### config.mk
export PLATFORM = sky130hd
export DESIGN_NAME = wm_frame_scheduler
export DESIGN_NICKNAME = d
export VERILOG_FILES = /design/src/rtl/wm_sched_pkg.sv /design/src/rtl/wm_fb_arbiter.sv /design/src/rtl/wm_frame_scheduler.sv
export SDC_FILE = /design/constraint.sdc
export NUM_CORES = 1
export LEC_CHECK = 0
export ABC_AREA = 1
export CAP_MARGIN = 15
export CORE_UTILIZATION = 34
export DETAILED_ROUTE_END_ITERATION = 10
export HOLD_SLACK_MARGIN = 0.02
export PLACE_DENSITY_LB_ADDON = 0.3
export SLEW_MARGIN = 0
export SYNTH_ARGS = -nofsm -noshare
export SYNTH_HDL_FRONTEND = slang
export SYNTH_SLANG_ARGS = --single-unit
export TNS_END_PERCENT = 1
### constraint.sdc
create_clock -name pclk -period 3.13 [get_ports pclk]
set_clock_uncertainty 0.15 [all_clocks]
set_input_delay 0.7825 -clock pclk [delete_from_list [all_inputs] [get_ports pclk]]
set_output_delay 0.7825 -clock pclk [all_outputs]
set_load 0.005 [all_outputs]
### src/rtl/wm_sched_pkg.sv
// Shared types and default geometry for the capture -> watermark frame scheduler.
package wm_sched_pkg;

   typedef enum logic [1:0] {
      IDLE,
      ARMED,
      CAPTURE,
      DONE
   } state_t;

   localparam int FRAME_W          = 640;
   localparam int FRAME_H          = 480;
   localparam int DEF_FRAME_PIXELS = FRAME_W * FRAME_H;

   localparam int DEF_ADDR_W = 19;
   localparam int DEF_DATA_W = 8;

endpackage

### src/rtl/wm_fb_arbiter.sv
// Fixed-priority 2:1 frame-buffer write-port mux (pixel over host) with registered outputs.
module wm_fb_arbiter
   import wm_sched_pkg::*;
#(
   parameter int ADDR_W = DEF_ADDR_W,
   parameter int DATA_W = DEF_DATA_W
) (
   input  logic              clk,
   input  logic              rst,
   input  logic              pix_ok,
   input  logic [ADDR_W-1:0] pix_addr,
   input  logic [DATA_W-1:0] pix_data,
   input  logic              host_req,
   input  logic [ADDR_W-1:0] host_addr,
   input  logic [DATA_W-1:0] host_data,
   output logic              host_gnt,
   output logic              fb_we,
   output logic [ADDR_W-1:0] fb_addr,
   output logic [DATA_W-1:0] fb_din
);

   assign host_gnt = host_req & ~pix_ok;

   // Address/data hold their last value on idle cycles.
   always_ff @(posedge clk) begin
      if (rst) begin
         fb_we   <= 1'b0;
         fb_addr <= '0;
         fb_din  <= '0;
      end else begin
         fb_we <= pix_ok | host_req;
         if (pix_ok) begin
            fb_addr <= pix_addr;
            fb_din  <= pix_data;
         end else if (host_req) begin
            fb_addr <= host_addr;
            fb_din  <= host_data;
         end
      end
   end

endmodule

### src/rtl/wm_frame_scheduler.sv
// Frame-level capture controller and frame-buffer write arbitration.
// Optional watchdog enabled by defining WM_FRAME_TIMEOUT_EN.
module wm_frame_scheduler
   import wm_sched_pkg::*;
#(
   parameter int ADDR_W         = DEF_ADDR_W,
   parameter int DATA_W         = DEF_DATA_W,
   parameter int FRAME_PIXELS   = DEF_FRAME_PIXELS,
   parameter int FCNT_W         = 16,
   parameter int TIMEOUT_CYCLES = 2000000
) (
   input  logic              pclk,
   input  logic              rst,
   input  logic              vsync,
   input  logic              cmd_start,
   input  logic              cmd_stop,
   input  logic              mode_cont,
   input  logic [DATA_W-1:0] wked_pixel,
   input  logic              wked_pixel_ready,
   input  logic [ADDR_W-1:0] wked_pixel_adrr,
   input  logic              host_req,
   input  logic [ADDR_W-1:0] host_addr,
   input  logic [DATA_W-1:0] host_data,
   output logic              host_gnt,
   output logic              cap_enable,
   output logic              fb_we,
   output logic [ADDR_W-1:0] fb_addr,
   output logic [DATA_W-1:0] fb_din,
   output logic              frame_done,
   output logic [FCNT_W-1:0] frame_cnt,
   output logic              err_short,
   output logic              err_long,
   output logic              err_timeout,
   output logic              busy
);

   localparam int                CNT_W    = $clog2(FRAME_PIXELS + 2);
   localparam logic [CNT_W-1:0]  PIX_FULL = CNT_W'(FRAME_PIXELS);
   localparam logic [CNT_W-1:0]  PIX_SAT  = CNT_W'(FRAME_PIXELS + 1);
   localparam logic [ADDR_W-1:0] ADDR_LIM = ADDR_W'(FRAME_PIXELS);

   if (TIMEOUT_CYCLES < 1) begin : g_bad_timeout
      $error("TIMEOUT_CYCLES must be at least 1");
   end

   state_t           state, state_nxt;
   logic             vsync_d, vs_fall, vs_rise;
   logic             stop_pending, addr_ok, pix_ok, timeout, leave_idle;
   logic [CNT_W-1:0] pix_cnt;

   assign vs_fall    = vsync_d & ~vsync;
   assign vs_rise    = ~vsync_d & vsync;
   assign addr_ok    = wked_pixel_adrr < ADDR_LIM;
   assign pix_ok     = wked_pixel_ready & (state == CAPTURE) & addr_ok;
   assign leave_idle = (state == IDLE) && (state_nxt == ARMED);

`ifdef WM_FRAME_TIMEOUT_EN
   localparam int               WD_W    = $clog2(TIMEOUT_CYCLES + 1);
   localparam logic [WD_W-1:0]  WD_LAST = WD_W'(TIMEOUT_CYCLES - 1);
   logic [WD_W-1:0] wd_cnt;
   logic            wd_run;

   assign wd_run  = (state == ARMED) || (state == CAPTURE);
   assign timeout = wd_run && (wd_cnt == WD_LAST);

   always_ff @(posedge pclk) begin
      if (rst || !wd_run || (state_nxt != state)) begin
         wd_cnt <= '0;
      end else begin
         wd_cnt <= wd_cnt + 1'b1;
      end
   end

   always_ff @(posedge pclk) begin
      if (rst) begin
         err_timeout <= 1'b0;
      end else if (timeout) begin
         err_timeout <= 1'b1;
      end else if (leave_idle) begin
         err_timeout <= 1'b0;
      end
   end
`else
   assign timeout     = 1'b0;
   assign err_timeout = 1'b0;
`endif

   always_comb begin
      state_nxt = state;
      case (state)
         IDLE:    if (cmd_start && !cmd_stop) state_nxt = ARMED;
         ARMED:   if (cmd_stop || timeout) state_nxt = IDLE;
                  else if (vs_fall) state_nxt = CAPTURE;
         CAPTURE: if (timeout) state_nxt = IDLE;
                  else if (vs_rise) state_nxt = DONE;
         DONE:    state_nxt = (stop_pending || !mode_cont) ? IDLE : ARMED;
         default: state_nxt = IDLE;
      endcase
   end

   // Status outputs are registered from the next state so they line up with the state register.
   always_ff @(posedge pclk) begin
      if (rst) begin
         state        <= IDLE;
         vsync_d      <= 1'b1;
         stop_pending <= 1'b0;
         pix_cnt      <= '0;
         frame_cnt    <= '0;
         err_short    <= 1'b0;
         err_long     <= 1'b0;
         cap_enable   <= 1'b0;
         busy         <= 1'b0;
         frame_done   <= 1'b0;
      end else begin
         state      <= state_nxt;
         vsync_d    <= vsync;
         cap_enable <= (state_nxt == CAPTURE);
         busy       <= (state_nxt != IDLE);
         frame_done <= (state_nxt == DONE);

         if (state_nxt == IDLE) begin
            stop_pending <= 1'b0;
         end else if ((state == CAPTURE) && cmd_stop) begin
            stop_pending <= 1'b1;
         end

         if ((state == ARMED) && (state_nxt == CAPTURE)) begin
            pix_cnt <= '0;
         end else if (pix_ok && (pix_cnt != PIX_SAT)) begin
            pix_cnt <= pix_cnt + 1'b1;
         end

         if (leave_idle) begin
            err_short <= 1'b0;
            err_long  <= 1'b0;
         end else begin
            if ((pix_ok && (pix_cnt >= PIX_FULL)) ||
                (wked_pixel_ready && (state == CAPTURE) && !addr_ok)) begin
               err_long <= 1'b1;
            end
            if ((state == DONE) && (pix_cnt < PIX_FULL)) begin
               err_short <= 1'b1;
            end
         end

         if (state == DONE) begin
            frame_cnt <= frame_cnt + 1'b1;
         end
      end
   end

   wm_fb_arbiter #(
      .ADDR_W (ADDR_W),
      .DATA_W (DATA_W)
   ) u_arb (
      .clk       (pclk),
      .rst       (rst),
      .pix_ok    (pix_ok),
      .pix_addr  (wked_pixel_adrr),
      .pix_data  (wked_pixel),
      .host_req  (host_req),
      .host_addr (host_addr),
      .host_data (host_data),
      .host_gnt  (host_gnt),
      .fb_we     (fb_we),
      .fb_addr   (fb_addr),
      .fb_din    (fb_din)
   );

endmodule
Yosys cells after proc, flatten, opt, wreduce, memory -nomap -nowiden
Cells that the tools add are included.

Add/subtract/negate cells: 2. $lt $le $gt $ge: 3. Equality and inequality tests: 7. Muxes and demuxes: 10. Bitwise logic cells: 9. Reduce and logical (&&, ||, !) cells: 21.

Operator list (number): 19-bit less-than comparator (second input constant) (2); 19-bit 2-to-1 mux (2); 19-bit by 1-bit adder with 19-bit output (second input constant) (1); 19-bit greater-or-equal comparator (second input constant) (1); 19-bit inequality test (second input constant) (1); 16-bit by 1-bit adder with 16-bit output (second input constant) (1); 8-bit 2-to-1 mux (2); 1-bit logical AND (9); 2-bit equality test (second input constant) (4); 2-bit 2-to-1 mux (4); 2-bit one-hot mux with 4 select lines (1); 2-bit OR reduction (3); 1-bit AND (5); 2-bit by 1-bit equality test with 1-bit output (second input constant) (2); 2-bit logical NOT (2); 2-bit nonzero test (2); 1-bit logical NOT (3); 1-bit inverter (3); 1-bit logical OR (2); 1-bit 2-to-1 mux (1); 1-bit bitwise OR (1).

Flip-flop bits (word level): 72. Output and inout bits: 51.

Longest topological paths before layout
Depth in word-level cells: 8. Depth in mapped cells: 11.

Cells and area by module
Synthesis repeated with hierarchy kept, for this count alone.

Cell total of the unflattened synthesis: 563. Area total of the unflattened synthesis: 3742.3 um2.

Modules (own cells, without submodules): wm_frame_scheduler (times used 1, cells an instance 355, area each 2337.2 um2); wm_fb_arbiter (times used 1, cells an instance 208, area each 1405.1 um2).

Least setup slack after synthesis
Ideal clock, no wire load.

Kind: input-to-output. Start point: in wked_pixel_adrr[17]. End point: out host_gnt. Data arrival time: 1.417 ns. Data required time: 2.197 ns. Slack: 0.780 ns. Stages: 5. Path buffers: 1. Cells stage by stage: o21ai_1 nand3_4 nand2_1 inv_2 buf_6.

Word-level cells in the longest chain between the ends: 4.

Ends and longest elaborated chain: start: declaration (line wm_frame_scheduler.sv:20) `input logic [ADDR_W-1:0] wked_pixel_adrr,`; 19-bit less-than comparator (line wm_frame_scheduler.sv:53) `assign addr_ok = wked_pixel_adrr < ADDR_LIM;`; 1-bit AND (line wm_frame_scheduler.sv:54) `assign pix_ok = wked_pixel_ready & (state == CAPTURE) & addr_ok;`; 1-bit inverter (line wm_fb_arbiter.sv:22) `assign host_gnt = host_req & ~pix_ok;`; 1-bit AND (line wm_fb_arbiter.sv:22); end: declaration (line wm_frame_scheduler.sv:24) `output logic host_gnt,`.

Every way passes these cells.

Worst setup path in the final report
Ends and elaborated chain as after synthesis.

==> results.md <==
- Setup bufs post-CTS: 0
- Worst slew margin: approximately three fifths
- Number of global-route vias before repair: around 3600
- Period utilisation layout: about 93%
- Reg2reg start: state[0]
- Worst Path Max Fanout: 3
- CTS Sinks: between 70 and 80
- Worst-Margin Slew: 0.5928 ns
- Wire length per cell: roughly 11 µm
- Tot Pwr: between 1500 and 2000 µW
- Syn_nets: 642
- First-pass GRT wire length: 15590 µm
- GRT overflow: 0
- Setup crit start kind: input pin
- HP Start: err_long
- Clock power share: between 30% and 40%
- Via count: around 3700
- DP HPWL: between 6000 and 7000 µm
- Finished Layout Cells: approximately 830
- Row count: 38
- Status: finished clean
- Yosys warning count: 0
- Maximum clock rate: around 340 MHz
- Register area share after synthesis: a little under two fifths
- #FFs+latches synth: between 70 and 80
- DR pass1 iterations: 4
- Fin. Hold Viols: 0
- TritonCTS clock tree: done
- Initial antenna violation count: 0
- Area grow syn2layout: 37.43%
- CP Data Required Time: ~2.2 ns
- Total wire length: roughly 9400 µm
- Clock slew at the register clock pins of the worst setup and hold paths: around 0.07 ns
- H-tree depth: 3
- Final worst setup slack: about 0.22 ns
- CP arrival: 1.98 ns
- Post-synth cell types: 38
- Int Pwr: ~1500 µW
- Post-route DRC: 0
- Worst VDD drop: 254.9 µV
- Tmin final: 2.913 ns
- Max_cap viols: 0
- Full die area: about 11000 µm²
- DRT iter0 DRCs: around 140
- Final-report max-slew violation count: 0
- Post-Synthesis Cells: 576
- Vias per inst: about 4.5
- RePlAce Congestion: between 0.7 and 0.8
- Starting Density: a little over a third
- Pre-CTS setup slack: -0.02068 ns
- Mapped Avg Cell Area: about 6.5 µm²
- Hold crit path type: flip-flop to flip-flop
- IO Port Bufs: approximately 110
- RSZ-0062 raised after global routing: false
- Final core occ: between 40 and 50%
- Remaining antenna violation count: 0
- Leakage power: ~0.0021 µW
- Crit path capture type: output pin
- Nets: roughly 750
- Die height: approximately 110 µm
- Worst skew pair latency: between 0.3 and 0.4 ns
- Psw: about 450 µW
- Register area: ~1400 µm²
- Placed Instances: 815
- Core area: ~11000 µm²
- Die Wd: roughly 110 µm
- # setup viols final: 0
- Number of diodes: 0
- Switch share: a little under a quarter
- Root buffer cell: clkbuf_8
- Combinational Power Share: a little under an eighth
- Largest net degree at the start of global routing: 31
- PD cells: 374.6 nW/µm²
- Total GRT Usage: between 10% and 20%
- Crit path from: wked_pixel_adrr[17]
- CTS hold repair buffers: 0
- Fillers: 1078
- Post-Syn Area: 3757 µm²
- Critical path class: input pin to output pin
- Layout cell share with drive strength beyond 1: under 10%
- CTS Buffer Depth: 2
- Register share of total power: 49.1%
- # IOs: between 100 and 150
- CTS buffer count: 9
- Worst hold slack: about 0.31 ns
- Multi-input logic area: about 1800 µm²
## sequential cells by signal, summed over array words and instances (netlist names)
register	cells
pix_cnt	19
u_arb.fb_addr	19
u_arb.fb_din	8
vsync_d	1
stop_pending	1
frame_cnt	16
err_long	1
frame_done	1
cap_enable	1
u_arb.fb_we	1
state	2
err_short	1
busy	1
## cell type report
class | instances | share of cell area [%]
sequential | 72 | 27.91
clock buffer | 12 | 3.005
tap | 140 | 3.392
multi-input combinational | 393 | 35.47
clock inverter | 4 | 1.018
timing repair buffer | 116 | 22.22
inverter | 94 | 6.978
## repair_timing
| item | in CTS | in global routing |
|---|---|---|
| endpoints found under the hold margin | 0 | 0 |
| setup endpoints to repair | 1 | 0 |
| resized for setup | 2 | 0 |
## logic make-up after synthesis
| logic type | count (synthesis) | share of synthesized area (%) |
|---|---|---|
| AOI/OAI and AO/OA | 66 | 9.191 |
| xor gates and xnor gates | 11 | 2.564 |
| adders and majority gates | 4 | 1.332 |
| buffers and inverters | 111 | 12.95 |
| DFF | 72 | 38.36 |
| other | 1 | 0.09980 |
| and+or+nand+nor | 311 | 35.50 |
## per-layer routing
layer	GRT usage, %	part of all wire, %	up-vias
li1	-	-	1971
met1	19.30	43	1683
met2	30.05	50	79
met3	5.289	5.7	11
met4	6.067	1.4	0
met5	0	0	-
## cells in the final DEF (no fill, tap or decap), types with 6 or more instances in the layout
cell type,instances
a21oi_1,34
clkbuf_8,11
clkdlybuf4s50_1,110
dfxtp_1,72
inv_1,86
inv_2,6
nand2_1,168
nand2_2,6
nand3_1,26
nor2_1,84
o21ai_0,22
o21ai_1,6
xor2_1,7
## synthesized netlist by cell type, drive strengths merged
master	count	area [µm²]
o211a	1	10.01
nor3b	4	30.03
ha	4	50.05
nor2	89	356.6
o21a	1	7.510
clkinv	1	8.760
nand3b	1	7.510
xnor2	4	35.03
a21oi	36	187.7
nand3	30	177.7
xor2	7	61.31
o21ai	28	140.1
and3	1	6.260
clkbuf	8	51.30
nand2	175	676.9
nor3	5	41.29
dfxtp	72	1441
or2	1	6.260
conb	1	3.750
inv	93	351.6
nand4	5	31.28
buf	9	75.06
## power by group through the flow
stage | combinational (µW) | sequential (µW) | clock [µW]
floorplan | 81.7 | 973 | 0
global placement | 222 | 971 | 0
detailed placement | 225 | 972 | 0
CTS | 226 | 950 | 784
global route | 247 | 953 | 824
finish | 223 | 950 | 761
## through the flow
stage	cell area, µm²	setup TNS (ns)
3_3_place_gp	4955	-0.01246
4_1_cts	5164	0
3_5_place_dp	4955	-0.02068
5_1_grt	5164	0
2_1_floorplan	3757	0
6_report	5164	0
## final timing paths
check	slack (ns)	to	cells past startpoint
setup reg to reg	1.33	pix_cnt[9]	9
hold reg to reg	0.31	err_long	2
hold / removal	0.31	err_long	2
setup / recovery	0.22	host_gnt	6
## critical path, stage by stage
cell and delay (ns):
clkdlybuf4s50_1 0.42, o21ai_1 0.25, nand3_4 0.13, nand2_1 0.10, inv_2 0.04, dlygate4sd2_1 0.25
(Power assumes the default switching activity.)
==> RTL change 1, RTL diff (same settings) <==
Register the output `frame_cnt` once more; this adds one clock of latency there. The other outputs are not delayed to match.
--- a/src/rtl/wm_frame_scheduler.sv
+++ b/src/rtl/wm_frame_scheduler.sv
@@ -38,6 +38,8 @@
    localparam logic [CNT_W-1:0]  PIX_FULL = CNT_W'(FRAME_PIXELS);
    localparam logic [CNT_W-1:0]  PIX_SAT  = CNT_W'(FRAME_PIXELS + 1);
    localparam logic [ADDR_W-1:0] ADDR_LIM = ADDR_W'(FRAME_PIXELS);
+
+   logic [FCNT_W-1:0] frame_cnt_s0;
 
    if (TIMEOUT_CYCLES < 1) begin : g_bad_timeout
       $error("TIMEOUT_CYCLES must be at least 1");
@@ -105,7 +107,7 @@
          vsync_d      <= 1'b1;
          stop_pending <= 1'b0;
          pix_cnt      <= '0;
-         frame_cnt    <= '0;
+         frame_cnt_s0 <= '0;
          err_short    <= 1'b0;
          err_long     <= 1'b0;
          cap_enable   <= 1'b0;
@@ -144,7 +146,7 @@
          end
 
          if (state == DONE) begin
-            frame_cnt <= frame_cnt + 1'b1;
+            frame_cnt_s0 <= frame_cnt_s0 + 1'b1;
          end
       end
    end
@@ -167,4 +169,8 @@
       .fb_din    (fb_din)
    );
 
+   always_ff @(posedge pclk) begin
+      frame_cnt <= frame_cnt_s0;
+   end
+
 endmodule
Check against the original RTL: not equivalent (a bounded check fails within 10 cycles, from zero or initial values and one cycle with rst high).
==> RTL change 1 against the unedited design <==
Power grew 27%. Fmax shrank 0.46%. Wire length grew 3.8%. Via count grew 0.88%. Synthesized area grew 5.8%. Largest power group unchanged. Worst hold slack lost 0.087 ns. Cell area grew 7.0%. Sequential cell count grew 16. First-iteration DRC count grew 33%. Setup slack lost 0.013 ns. Core utilization grew 0.55 points. Non-clock buffer count grew 3.
==> RTL change 1: results (changes against the unedited design) <==
The run gives 28 (-9.7%) as the pin count of the biggest net entering global routing. The first-iteration detailed-routing DRC count is 185 (+33%). The number of nets at the end of the flow is 745 (-0.93%). The count of cell types in the netlist was 36 (-5.3%); the ratio of routed vias to standard cells was 4.57 (+1.4%). The run gives 7260 µm (+4.0%) as the placed wire-length estimate after detailed placement. The tools report the met1 routed wirelength after detailed routing as 4410 µm (+9.8%). The path with the worst hold slack has its endpoint at frame_cnt[12]. The static leakage is 0.00221 µW (+3.8%).

By area the synthesized netlist is led by sky130_fd_sc_hd__dfxtp_1 44%, sky130_fd_sc_hd__nand2_1 15%, sky130_fd_sc_hd__inv_1 7.6%. The count of cells along the worst hold path was 0 (-2). The met3 track utilization from global routing is 4.35% (-0.94 points), and the wire length of the first global-routing pass is 16700 µm (+7.3%).

The sequential element share of the synthesized area was 44.3% (+5.9 points); the maximum fanout encountered on the critical timing path was 2 (-1). Number of non-clock inverters: 85 (-9.6%). The run gives 0.299 mV (+17%) as the worst supply voltage drop on vdd.

The run finished with clean final reports. The run gives 9790 µm (+3.8%) as the sum of routed wire length over all layers. The endpoint identified for the worst register-to-register timing path is u_arb.fb_din[5]. The tools report the placer congestion estimate as 0.817 (+3.2%).

Filler cell count in the final layout: 1155 (+7.1%). By count the netlist is led by 159 x sky130_fd_sc_hd__nand2_1, 88 x sky130_fd_sc_hd__dfxtp_1, 80 x sky130_fd_sc_hd__inv_1. The worst-case reg-to-reg path depth is 11 (+2), and the fraction of area in multi-input gates is 32.4% (-3.1 points). The tools report the net switching power figure as 557 µW (+24%). The logs give 3648 (+2.6%) for the number of global-route vias before repair and 9 (-3) for the count of clock buffers in the final design. The source of the worst hold timing path is frame_cnt_s0[12].

The routed length on met3 was 423 µm (-21%); the share of final layout cell area taken by non-clock buffers was 21.2% (-1.0 points). The logs give 376 (-4.3%) for the count of multi-input combinational gates and 631 (-1.7%) for the net count after synthesis. The clock distribution area overhead in the final layout came out at 5.48% (+1.5 points).

Non-clock buffer instance count of the final layout: 119 (+2.6%).
RTL change 1: cell types whose count changed after synthesis, sizes merged, moves of 4 or more:
cell and delta:
dfxtp +16, clkbuf -4, nor2 -18, nand2 -12
a21oi +5, inv -8
RTL change 1: stage by stage:
stage	std cells	cell area, µm²	util, %	TNS (ns)	setup WS, ns
finish	827	5530	48.4	0	0.204
global route	827	5530	48.4	0	0.107
CTS	827	5530	48.4	0	0.182
detailed placement	810	5220	45.7	-0.137	-0.137
global placement	810	5220	45.7	-0.0393	-0.0393
floorplan	565	3980	-	0	0.748
RTL change 1: kinds of logic after synthesis:
group | count (synthesis) | share of synthesized area [%]
compound gates | 72 | 10.2
xor+xnor | 12 | 2.64
fa+ha+maj | 4 | 1.26
buf+inv | 101 | 10.7
flops | 88 | 44.3
other cells | 1 | 0.0943
simple gates | 287 | 30.8
RTL change 1: what timing repair did:
action                                 in CTS  in global routing
setup buffers                               1                  0
gates resized for setup                     2                  0
endpoints found under the hold margin       0                  0
setup endpoints to repair                   1                  0
==> RTL change 2, RTL diff (same flow settings) <==
Without the edit above. The option `WM_FRAME_TIMEOUT_EN` is turned on by a define.
--- a/src/rtl/wm_frame_scheduler.sv
+++ b/src/rtl/wm_frame_scheduler.sv
@@ -1,5 +1,7 @@
 // Frame-level capture controller and frame-buffer write arbitration.
 // Optional watchdog enabled by defining WM_FRAME_TIMEOUT_EN.
+`define WM_FRAME_TIMEOUT_EN
+
 module wm_frame_scheduler
    import wm_sched_pkg::*;
 #(
Behaviour: same outputs for any inputs over 10 cycles, from zero or initial values and one cycle with rst high; that may be too few to reach the edited logic, so the function may still have changed.
==> RTL change 2 against the unedited design <==
Sequential cell count is 22 higher. Worst hold slack worse by 0.0026 ns. Sequential share of layout area is 1.9 points higher. Setup slack worse by 0.057 ns. Cell count is 13% higher. Die area is 24% higher. Cell area is 22% higher. Power is 41% higher. Combinational power is 89% higher. Wire length is 24% higher. Synthesized area is 25% higher.
==> RTL change 2: results (changes against the unedited design) <==
The flow ran to the end, and the final reports show no timing, DRC or antenna violations. The area of the placeable core is 13300 µm² (+24%), and the register fraction of the total cell area is 29.8% (+1.9 points). The clock distribution area overhead in the final layout was 4.54% (+0.52 points). First-iteration detailed-routing DRC count: 166 (+19%). The commonest cells after synthesis are 185 x sky130_fd_sc_hd__nand2_1, 94 x sky130_fd_sc_hd__dfxtp_1, 66 x sky130_fd_sc_hd__inv_1. The fraction of area in multi-input gates was 38.3% (+2.8 points); the number of vias in the routed layout was 4457 (+19%).

The logs give 1040 µW (+37%) for the clock distribution power and 642 (+11%) for the gate count of the mapped netlist. The tools report the worst-case hold path end point as wd_cnt[0]. The worst-case reg-to-reg path depth came out at 12 (+3). Number of non-clock inverters: 74 (-21%). The tools report the overall routing resource usage as 17.1% (about the same).

The logs give 0.317 mV (+25%) for the worst supply voltage drop on vdd and 456 (+16%) for the count of multi-input combinational gates. Count of cells along the worst hold path: 1 (-1). The endpoint identified for the worst register-to-register timing path is pix_cnt[6].

The filler cell count in the final layout was 1323 (+23%). The worst hold path begins at wd_cnt[0]. The share of final layout cell area taken by non-clock buffers came out at 19.5% (-2.7 points). The switching portion of total power works out to 26.0% (+2.7 points). The sum of routed wire length over all layers was 11700 µm (+24%). The sequential element share of the synthesized area was 40.2% (+1.9 points); the data arrival time at the worst-slack endpoint was 2.04 ns (+0.06 ns). For the pin count of the biggest net entering global routing, the log shows 29 (-6.5%). The net count after synthesis is 713 (+11%). Non-clock buffer instance count of the final layout: 125 (+7.8%). The combinational cell power was 421 µW (+89%). The tools report the final hold slack as 0.308 ns (-0.00257 ns).
RTL change 2: layer usage:
metal	global-route usage [%]	up-vias	wire length (µm)
li1	-	2290	-
met1	20.3	2077	5280
met2	30.1	75	5800
met3	3.93	15	437
met4	5.55	0	160
met5	0	-	0
RTL change 2: how the worst max path moves through the flow:
| stage | endpoint | slack (ns) |
|---|---|---|
| after floorplan | host_gnt | 0.63 |
| after global placement | host_gnt | -0.08 |
| after detailed placement | host_gnt | -0.08 |
| after CTS | host_gnt | 0.14 |
| after global routing | host_gnt | 0.05 |
| final | host_gnt | 0.16 |
RTL change 2: what timing repair did:
item                                    4_1_cts  5_1_grt
endpoints found under the setup margin        1        0
hold buffers                                  0        0
gates resized for setup                       1        0
RTL change 2: kinds of logic (layout without fill, tap and decap cells):
kind of cell	count (synthesis)	count (layout)	share of synthesized area (%)
fa+ha+maj	9	9	2.41
xor+xnor	36	36	6.74
compound gates	75	75	9.79
simple gates	336	336	32.7
buf+inv	92	215	8.16
flops	94	94	40.2
